`config.mk`:
```
export PLATFORM = sky130hd
export DESIGN_NAME = mm_exp_sched_flat
export DESIGN_NICKNAME = d
export VERILOG_FILES = /design/src/rtl/mm_exp_sched_if.sv /design/src/rtl/mm_exp_sched.sv /design/src/flat_wrapper.sv
export SDC_FILE = /design/constraint.sdc
export NUM_CORES = 1
export LEC_CHECK = 0
export ABC_AREA = 0
export ABC_CLOCK_PERIOD_IN_PS = 1750
export CORE_MARGIN = 4
export CORE_UTILIZATION = 45
export CTS_CLUSTER_DIAMETER = 50
export CTS_CLUSTER_SIZE = 10
export DETAILED_ROUTE_END_ITERATION = 8
export GPL_ROUTABILITY_DRIVEN = 0
export GPL_TIMING_DRIVEN = 0
export PLACE_DENSITY = 0.86
export SLEW_MARGIN = 40
export SYNTH_ARGS = -nofsm -noshare
export SYNTH_HDL_FRONTEND = slang
export SYNTH_SLANG_ARGS = --single-unit
```
`constraint.sdc`:
```
create_clock -name clk -period 1.75 [get_ports clk]
set_input_delay 0.175 -clock clk [delete_from_list [all_inputs] [get_ports clk]]
set_output_delay 0.175 -clock clk [all_outputs]
set_load 0.01 [all_outputs]
```
`src/rtl/mm_exp_sched_if.sv`:
```
// mm_exp_sched_if: control, exponent-read and multiplier handshake bundle for mm_exp_sched
interface mm_exp_sched_if #(
  parameter int E_W  = 2048,
  parameter int EA_W = $clog2(E_W)
);
  logic            start;
  logic            abort;
  logic [EA_W:0]   exp_len;
  logic [EA_W-1:0] exp_rd_addr;
  logic            exp_rd_bit;
  logic            mm_req;
  logic [1:0]      mm_op_sel;
  logic            mm_done;
  logic            acc_init;
  logic            busy;
  logic            done;
  modport master (
    input  start, abort, exp_len, exp_rd_bit, mm_done,
    output exp_rd_addr, mm_req, mm_op_sel, acc_init, busy, done
  );
  modport slave (
    output start, abort, exp_len, exp_rd_bit, mm_done,
    input  exp_rd_addr, mm_req, mm_op_sel, acc_init, busy, done
  );
endinterface

```
`src/rtl/mm_exp_sched.sv`:
```
// mm_exp_sched: left-to-right square-and-multiply scheduler driving a Montgomery multiplier
module mm_exp_sched #(
  parameter int E_W  = 2048,
  parameter int EA_W = $clog2(E_W)
) (
  input logic            clk,
  input logic            rst_n,
  mm_exp_sched_if.master bus
);
  typedef enum logic [2:0] {IDLE, CONV_X, SQR, MUL, CONV_OUT, DONE} state_t;
  state_t          state, nxt;
  logic [EA_W-1:0] bit_idx, nxt_idx;
  logic            cur_bit, nxt_bit, len_zero, nxt_len0, req_q;
  logic            op, nxt_op, fire, second, bit_now;
  assign bus.exp_rd_addr = bit_idx;
  assign op      = state inside {CONV_X, SQR, MUL, CONV_OUT};
  assign nxt_op  = nxt inside {CONV_X, SQR, MUL, CONV_OUT};
  assign fire    = op && bus.mm_done && !bus.mm_req;
  assign second  = state == SQR && req_q;
  // a fast multiplier may finish on the capture cycle, so use the live bit then
  assign bit_now = second ? bus.exp_rd_bit : cur_bit;
  always_comb begin
    nxt      = state;
    nxt_idx  = bit_idx;
    nxt_bit  = second ? bus.exp_rd_bit : cur_bit;
    nxt_len0 = len_zero;
    case (state)
      IDLE: if (bus.start) begin
        nxt      = CONV_X;
        nxt_idx  = (bus.exp_len == '0) ? '0 : EA_W'(bus.exp_len - 1'b1);
        nxt_len0 = bus.exp_len == '0;
      end
      CONV_X: if (fire) nxt = len_zero ? CONV_OUT : SQR;
      SQR, MUL: if (fire) begin
        if (state == SQR && bit_now) nxt = MUL;
        else if (bit_idx == '0) nxt = CONV_OUT;
        else begin
          nxt     = SQR;
          nxt_idx = bit_idx - 1'b1;
        end
      end
      CONV_OUT: if (fire) nxt = DONE;
      default: nxt = IDLE;
    endcase
    if (bus.abort && state != IDLE) nxt = IDLE;
    if (nxt == IDLE) begin
      nxt_idx = '0;
      nxt_bit = 1'b0;
    end
  end
  always_ff @(posedge clk or negedge rst_n) begin
    if (!rst_n) begin
      state         <= IDLE;
      bit_idx       <= '0;
      cur_bit       <= 1'b0;
      len_zero      <= 1'b0;
      req_q         <= 1'b0;
      bus.mm_req    <= 1'b0;
      bus.mm_op_sel <= 2'd0;
      bus.acc_init  <= 1'b0;
      bus.busy      <= 1'b0;
      bus.done      <= 1'b0;
    end else begin
      state         <= nxt;
      bit_idx       <= nxt_idx;
      cur_bit       <= nxt_bit;
      len_zero      <= nxt_len0;
      req_q         <= bus.mm_req;
      bus.mm_req    <= nxt_op && (fire || state == IDLE);
      bus.mm_op_sel <= nxt == SQR ? 2'd1 : nxt == MUL ? 2'd2 : nxt == CONV_OUT ? 2'd3 : 2'd0;
      bus.acc_init  <= state == IDLE && nxt == CONV_X;
      bus.busy      <= nxt_op;
      bus.done      <= nxt == DONE;
    end
  end
endmodule

```
`src/flat_wrapper.sv`:
```
// flat-port wrapper written by rule: the top's interface ports become plain ports
module mm_exp_sched_flat 
#(
  parameter int E_W  = 2048,
  parameter int EA_W = $clog2(E_W)
)
  (clk, rst_n, bus_start, bus_abort, bus_exp_len, bus_exp_rd_bit, bus_mm_done, bus_exp_rd_addr, bus_mm_req, bus_mm_op_sel, bus_acc_init, bus_busy, bus_done);
  mm_exp_sched_if #(.E_W(E_W), .EA_W(EA_W)) bus_i ();
  input logic clk;
  input logic rst_n;
  input wire logic [$bits(bus_i.start)-1:0] bus_start;
  input wire logic [$bits(bus_i.abort)-1:0] bus_abort;
  input wire logic [$bits(bus_i.exp_len)-1:0] bus_exp_len;
  input wire logic [$bits(bus_i.exp_rd_bit)-1:0] bus_exp_rd_bit;
  input wire logic [$bits(bus_i.mm_done)-1:0] bus_mm_done;
  output wire logic [$bits(bus_i.exp_rd_addr)-1:0] bus_exp_rd_addr;
  output wire logic [$bits(bus_i.mm_req)-1:0] bus_mm_req;
  output wire logic [$bits(bus_i.mm_op_sel)-1:0] bus_mm_op_sel;
  output wire logic [$bits(bus_i.acc_init)-1:0] bus_acc_init;
  output wire logic [$bits(bus_i.busy)-1:0] bus_busy;
  output wire logic [$bits(bus_i.done)-1:0] bus_done;
  assign bus_i.start = bus_start;
  assign bus_i.abort = bus_abort;
  assign bus_i.exp_len = bus_exp_len;
  assign bus_i.exp_rd_bit = bus_exp_rd_bit;
  assign bus_i.mm_done = bus_mm_done;
  assign bus_exp_rd_addr = bus_i.exp_rd_addr;
  assign bus_mm_req = bus_i.mm_req;
  assign bus_mm_op_sel = bus_i.mm_op_sel;
  assign bus_acc_init = bus_i.acc_init;
  assign bus_busy = bus_i.busy;
  assign bus_done = bus_i.done;
  mm_exp_sched #(.E_W(E_W), .EA_W(EA_W)) u_core (.clk(clk), .rst_n(rst_n), .bus(bus_i));
endmodule
```
Word-level counts from Yosys, hierarchy flattened
Cells that the tools add are included.
{"block": "totals", "ff_bits": 23, "inputBits": 18, "word_cells": 66}
{"block": "op_classes", "add_sub_neg": 2, "eq_ne": 13, "muxes": 21, "reduce_logical": 20}
{"op": "$mux W11", "n": 6}
{"op": "$mux W3", "n": 8}
{"op": "$pmux W11 S2", "n": 1}
{"op": "$sub A11 B1 Y11 const B", "n": 2}
{"op": "$eq A3 B2 Y1 const B", "n": 4}
{"op": "$logic_not A12 Y1", "n": 1}
{"op": "$pmux W3 S4", "n": 1}
{"op": "$logic_not A11 Y1", "n": 1}
{"op": "$eq A3 B3 Y1 const B", "n": 3}
{"op": "$reduce_bool A4 Y1", "n": 2}
{"op": "$logic_and A1 B1 Y1", "n": 7}
{"op": "$eq A3 B1 Y1 const B", "n": 2}
{"op": "$logic_not A3 Y1", "n": 2}
{"op": "$mux W2", "n": 3}
{"op": "$ne A3 B3 Y1 const B", "n": 2}
{"op": "$reduce_bool A3 Y1", "n": 2}
{"op": "$reduce_and A5 Y1", "n": 1}
{"op": "$ne A3 B1 Y1 const B", "n": 1}
{"op": "$ne A3 B2 Y1 const B", "n": 1}
{"op": "$mux W1", "n": 2}
{"op": "$reduce_and A2 Y1", "n": 1}
{"op": "$reduce_or A2 Y1", "n": 1}
{"op": "$logic_not A1 Y1", "n": 1}
{"op": "$logic_or A1 B1 Y1", "n": 1}

Logic depth before layout (Yosys ltp)
{"block": "depth", "depth_word": 12, "mapped_depth": 8}

Least setup slack after synthesis
No wires, ideal clock.
{"block": "synth_timing", "path_kind": "reg-to-reg", "startpoint": "register u_core.bit_idx[0] (netlist: u_core.bus.exp_rd_addr[0])", "endpoint": "register u_core.bit_idx[6] (netlist: u_core.bus.exp_rd_addr[6])", "setup_ns": 0.086, "arrival_time_ns": 1.904, "slack_ns": -0.240, "stages_incl_launch_ff": 8, "period_less_slack_ns": 1.990, "cell_sequence": "dfrtp_1 inv_1 ha_1 or4b_2 nor2_1 xnor2_1 o221a_2 nor3_1"}
{"block": "synth_between", "elab_chain_cells": 9, "word_cells_on_any_way": 19, "cone_classes": "1 x add/sub; 4 x eq/ne; 10 x mux; 4 x reduce/logical"}
{"item": "from (decl)", "line_no": "mm_exp_sched.sv:12", "source": "logic [EA_W-1:0] bit_idx, nxt_idx;"}
{"item": "from (signal assigned)", "line_no": "mm_exp_sched.sv:65", "source": "bit_idx <= nxt_idx;"}
{"item": "$logic_not A11 Y1", "line_no": "mm_exp_sched.sv:36", "source": "else if (bit_idx == '0) nxt = CONV_OUT;"}
{"item": "$mux W3", "line_no": "mm_exp_sched.sv:36"}
{"item": "$mux W3", "line_no": "mm_exp_sched.sv:35", "source": "if (state == SQR && bit_now) nxt = MUL;"}
{"item": "$mux W3", "line_no": "mm_exp_sched.sv:34", "source": "SQR, MUL: if (fire) begin"}
{"item": "$pmux W3 S4", "line_no": "mm_exp_sched.sv:27", "source": "case (state)"}
{"item": "$mux W3", "line_no": "mm_exp_sched.sv:45", "source": "if (bus.abort && state != IDLE) nxt = IDLE;"}
{"item": "$logic_not A3 Y1", "line_no": "mm_exp_sched.sv:46", "source": "if (nxt == IDLE) begin"}
{"item": "$ne A3 B1 Y1 (no line), or another cell as far along"}
{"item": "$reduce_and A5 Y1 (no line)"}
Parallel ways exist; a longest one is shown, timed or not. The select of a mux whose other input is x is not followed.
A chain may end at the register's enable or synchronous reset.

Final worst setup path
{"block": "layout_timing", "startpoint": "register u_core.bit_idx[1] (netlist: u_core.bus.exp_rd_addr[1])", "endpoint": "register u_core.bit_idx[6] (netlist: u_core.bus.exp_rd_addr[6])"}
Same word-level chain as after synthesis.

==> metrics.txt <==
root buf cell=clkbuf_4; I/O pin count=35; clock sinks=23; Post-DP Area=0.00199 mm^2; sequential share of the synthesized area=36.5%; H-Tree Depth=1; first-pass GRT wire length=7870 um; failing checks=negative setup slack; Routed WL=4740 um; core area=0.00336 mm^2; Tot Pwr=0.00418 W; Worst-path clk slew=0.14 ns; Max Cap Violations=0; CP max-delay cell=or4b_4; vias in the first global route=1726; vias per inst=5.97; pwr/cell area=1810 mW/mm^2; top cell type by total area after synthesis=dfrtp_1; number of synthesized flops with an enable pin=0; R2R Setup Slk=-0.09 ns; NumNets Final=260; Reg2Reg Depth=7; FP Rows=21; Crit Path Class=flop to flop; Port-buffer cells=34; Final Util=68.9%; clk_skew=0.00371 ns; post-synth top area share=36.5%; asr flop ratio synth=100%; CP arrival=2.09 ns; Setup crit start=u_core.bus.exp_rd_addr[1]; P&R area growth vs syn=46.9%; Max Fclk=542 MHz; Die Y=67.2 um; grt ovf=0; Tmin final=1.84 ns; routed wire length per instance=16.7 um; worst hold path class=input pin to async pin; clk_lat worst skew=0.32 ns; synthesized area per cell=8.30 um^2; Total GRT Usage=22.5%; residual DRC count=0; initial antenna violation count=0; final hold vios=0; fin. max-slew vios=0; TritonCTS Buffers=3; Final period util=105%; via count=1695; critical path fanouts, max=4; router iterations before antenna repair=4; CTS tree=yes; DR iter-0 viols=132; start of the worst register-to-register path=u_core.bus.exp_rd_addr[1]; crit path capture=u_core.bus.exp_rd_addr[6]; Crit Reg-Reg Endpoint=u_core.bus.exp_rd_addr[6]; Slew @ Worst Pin=0.660 ns; Setup crit start kind=flop; DIE AREA=0.00451 mm^2; synthesized cell area=0.00158 mm^2; antenna fix cells=0; Yosys warning count=0; Clock Path Buffers=2; gate count after technology mapping=190; layout cells sized above 1=27.7%; prevailing post-synth register cell=dfrtp_1; Synth Net Count=211; Distinct cells, synth=48; crit-path cells=inv_2, ha_4, or4b_4, nor2_4, xnor2_1, o221a_2, nor3_2; fin worst setup slack=-0.0943 ns; Crit path largest cell delay=0.51 ns; initial core utilization=46.9%; TNS Setup=-0.840 ns; Leakage=0.900 nW; count of final setup violators=14; synth top area cells=dfrtp_1 37%, a21oi_1 6.3%, o21ai_0 5.1%; fillers=294; VDD IR max=1.23 mV; Final ANT Viol Nets=0; Post-DP HPWL=3030 um; number of synthesized register bits=23; CP required=2.00 ns; RSZ-0062 raised after global routing=true; hold_ws=0.333 ns; status=complete, but fails checks; post-route cell area=0.00232 mm^2; Setup crit end kind=flop; Relative slew margins=55.6%; die width=67.2 um; largest net degree at the start of global routing=24
## Yosys cell counts, types with 2 or more instances
cell / count
a211oi_1: 3
a21o_1: 2
a21oi_1: 20
a31oi_1: 2
and2_1: 4
clkbuf_1: 7
dfrtp_1: 23
ha_1: 3
inv_1: 6
mux2_2: 2
nand2_1: 12
nand2b_1: 2
nand3_1: 3
nand4_1: 3
nor2_1: 21
nor2b_1: 6
nor3_1: 7
nor3b_1: 5
nor4_1: 3
o21ai_0: 16
o22ai_1: 3
o31ai_1: 2
or3_1: 6
or4_4: 2
xnor2_1: 4
## critical path, delay by kind of cell, from the launching register on
kind / cells / cell delay [ns]
simple gates: 3 / 0.73
buf+inv: 1 / 0.09
xor+xnor: 1 / 0.07
compound gates: 1 / 0.30
fa+ha+maj: 1 / 0.15
flops: 1 / 0.43
## routing by layer
metal  GRT usage (%)  routed length [um]  vias to the layer above
li1                -                   -                      798
met1            27.3                1930                      817
met2            40.2                2450                       62
met3            3.83                 224                       18
met4            7.34                 137                        0
met5               0                   0                        -
## where the power goes
part,leakage (nW),switching (W),internal (W)
registers,0.299,0.000277,0.000734
logic,0.584,0.00153,0.00138
clock network,0.0177,0.000173,0.0000857
## state kept, by name, summed over array words and instances (netlist names)
signal,cells
u_core.bus.busy,1
u_core.cur_bit,1
u_core.len_zero,1
u_core.bus.exp_rd_addr,11
u_core.state,3
u_core.bus.mm_op_sel,2
u_core.bus.mm_req,1
u_core.req_q,1
u_core.bus.done,1
u_core.bus.acc_init,1
## cell usage in the layout, fill, tap and decap left out, drive strengths merged, types with 2 or more instances in the layout
cell type      synthesis  layout
clkdlybuf4s50          0      26
dfrtp                 23      23
nor2                  21      21
a21oi                 20      20
o21ai                 17      17
buf                    1      14
nand2                 12      12
clkbuf                 7       7
nor3                   7       7
or3                    6       6
inv                    6       6
nor2b                  6       6
dlygate4sd2            0       5
nor3b                  5       5
and2                   4       4
xnor2                  4       4
a211oi                 4       4
o22ai                  3       3
nand3                  3       3
nand4                  3       3
mux2                   3       3
or4                    3       3
nor4                   3       3
ha                     3       3
a31oi                  2       2
nand2b                 2       2
o31ai                  2       2
clkdlybuf4s15          0       2
a21o                   2       2
## cells by family (layout without fill, tap and decap cells)
kind of cell	after synthesis	after routing	share of synthesized area, %
and+or+nand+nor	83	83	29.0
AOI/OAI and AO/OA	58	58	22.9
DFF	23	23	36.5
buffers and inverters	14	62	3.41
xor gates and xnor gates	5	5	2.78
muxes	4	4	3.02
adders and majority gates	3	3	2.38
## cell type report
| class | instances | area (um^2) | area share (%) |
|---|---|---|---|
| Multi-Input combinational cell | 153 | 1150 | 49.6 |
| Timing Repair Buffer | 47 | 433 | 18.7 |
| Clock inverter | 1 | 5.00 | 0.216 |
| Sequential cell | 23 | 582 | 25.1 |
| Inverter | 6 | 22.5 | 0.972 |
| Clock buffer | 3 | 22.5 | 0.972 |
| Tap cell | 46 | 57.6 | 2.49 |
| Buffer | 5 | 45.0 | 1.94 |
## worst min path at each step
stage,to,cells past startpoint,from
floorplan,u_core.bus.acc_init,0,rst_n
global placement,u_core.cur_bit,2,u_core.cur_bit
detailed placement,u_core.bus.acc_init,1,rst_n
CTS,u_core.bus.acc_init,2,rst_n
global route,u_core.bus.acc_init,2,rst_n
finish,u_core.bus.acc_init,2,rst_n
## per-stage QoR
| step | cells | setup slack (ns) |
|---|---|---|
| floorplan | 190 | -0.0823 |
| global placement | 270 | -0.643 |
| detailed placement | 270 | -0.692 |
| CTS | 283 | -0.0671 |
| global route | 284 | -0.142 |
| finish | 284 | -0.0943 |
## repair_timing
action	CTS	global route
cloned	1	0
hold buffers	1	0
gates resized for setup	48	18
setup buffers	9	2
pin swaps	6	5
endpoints found under the hold margin	23	0
setup endpoints to repair	16	17
Note: power is estimated with default switching activity, not from simulation.
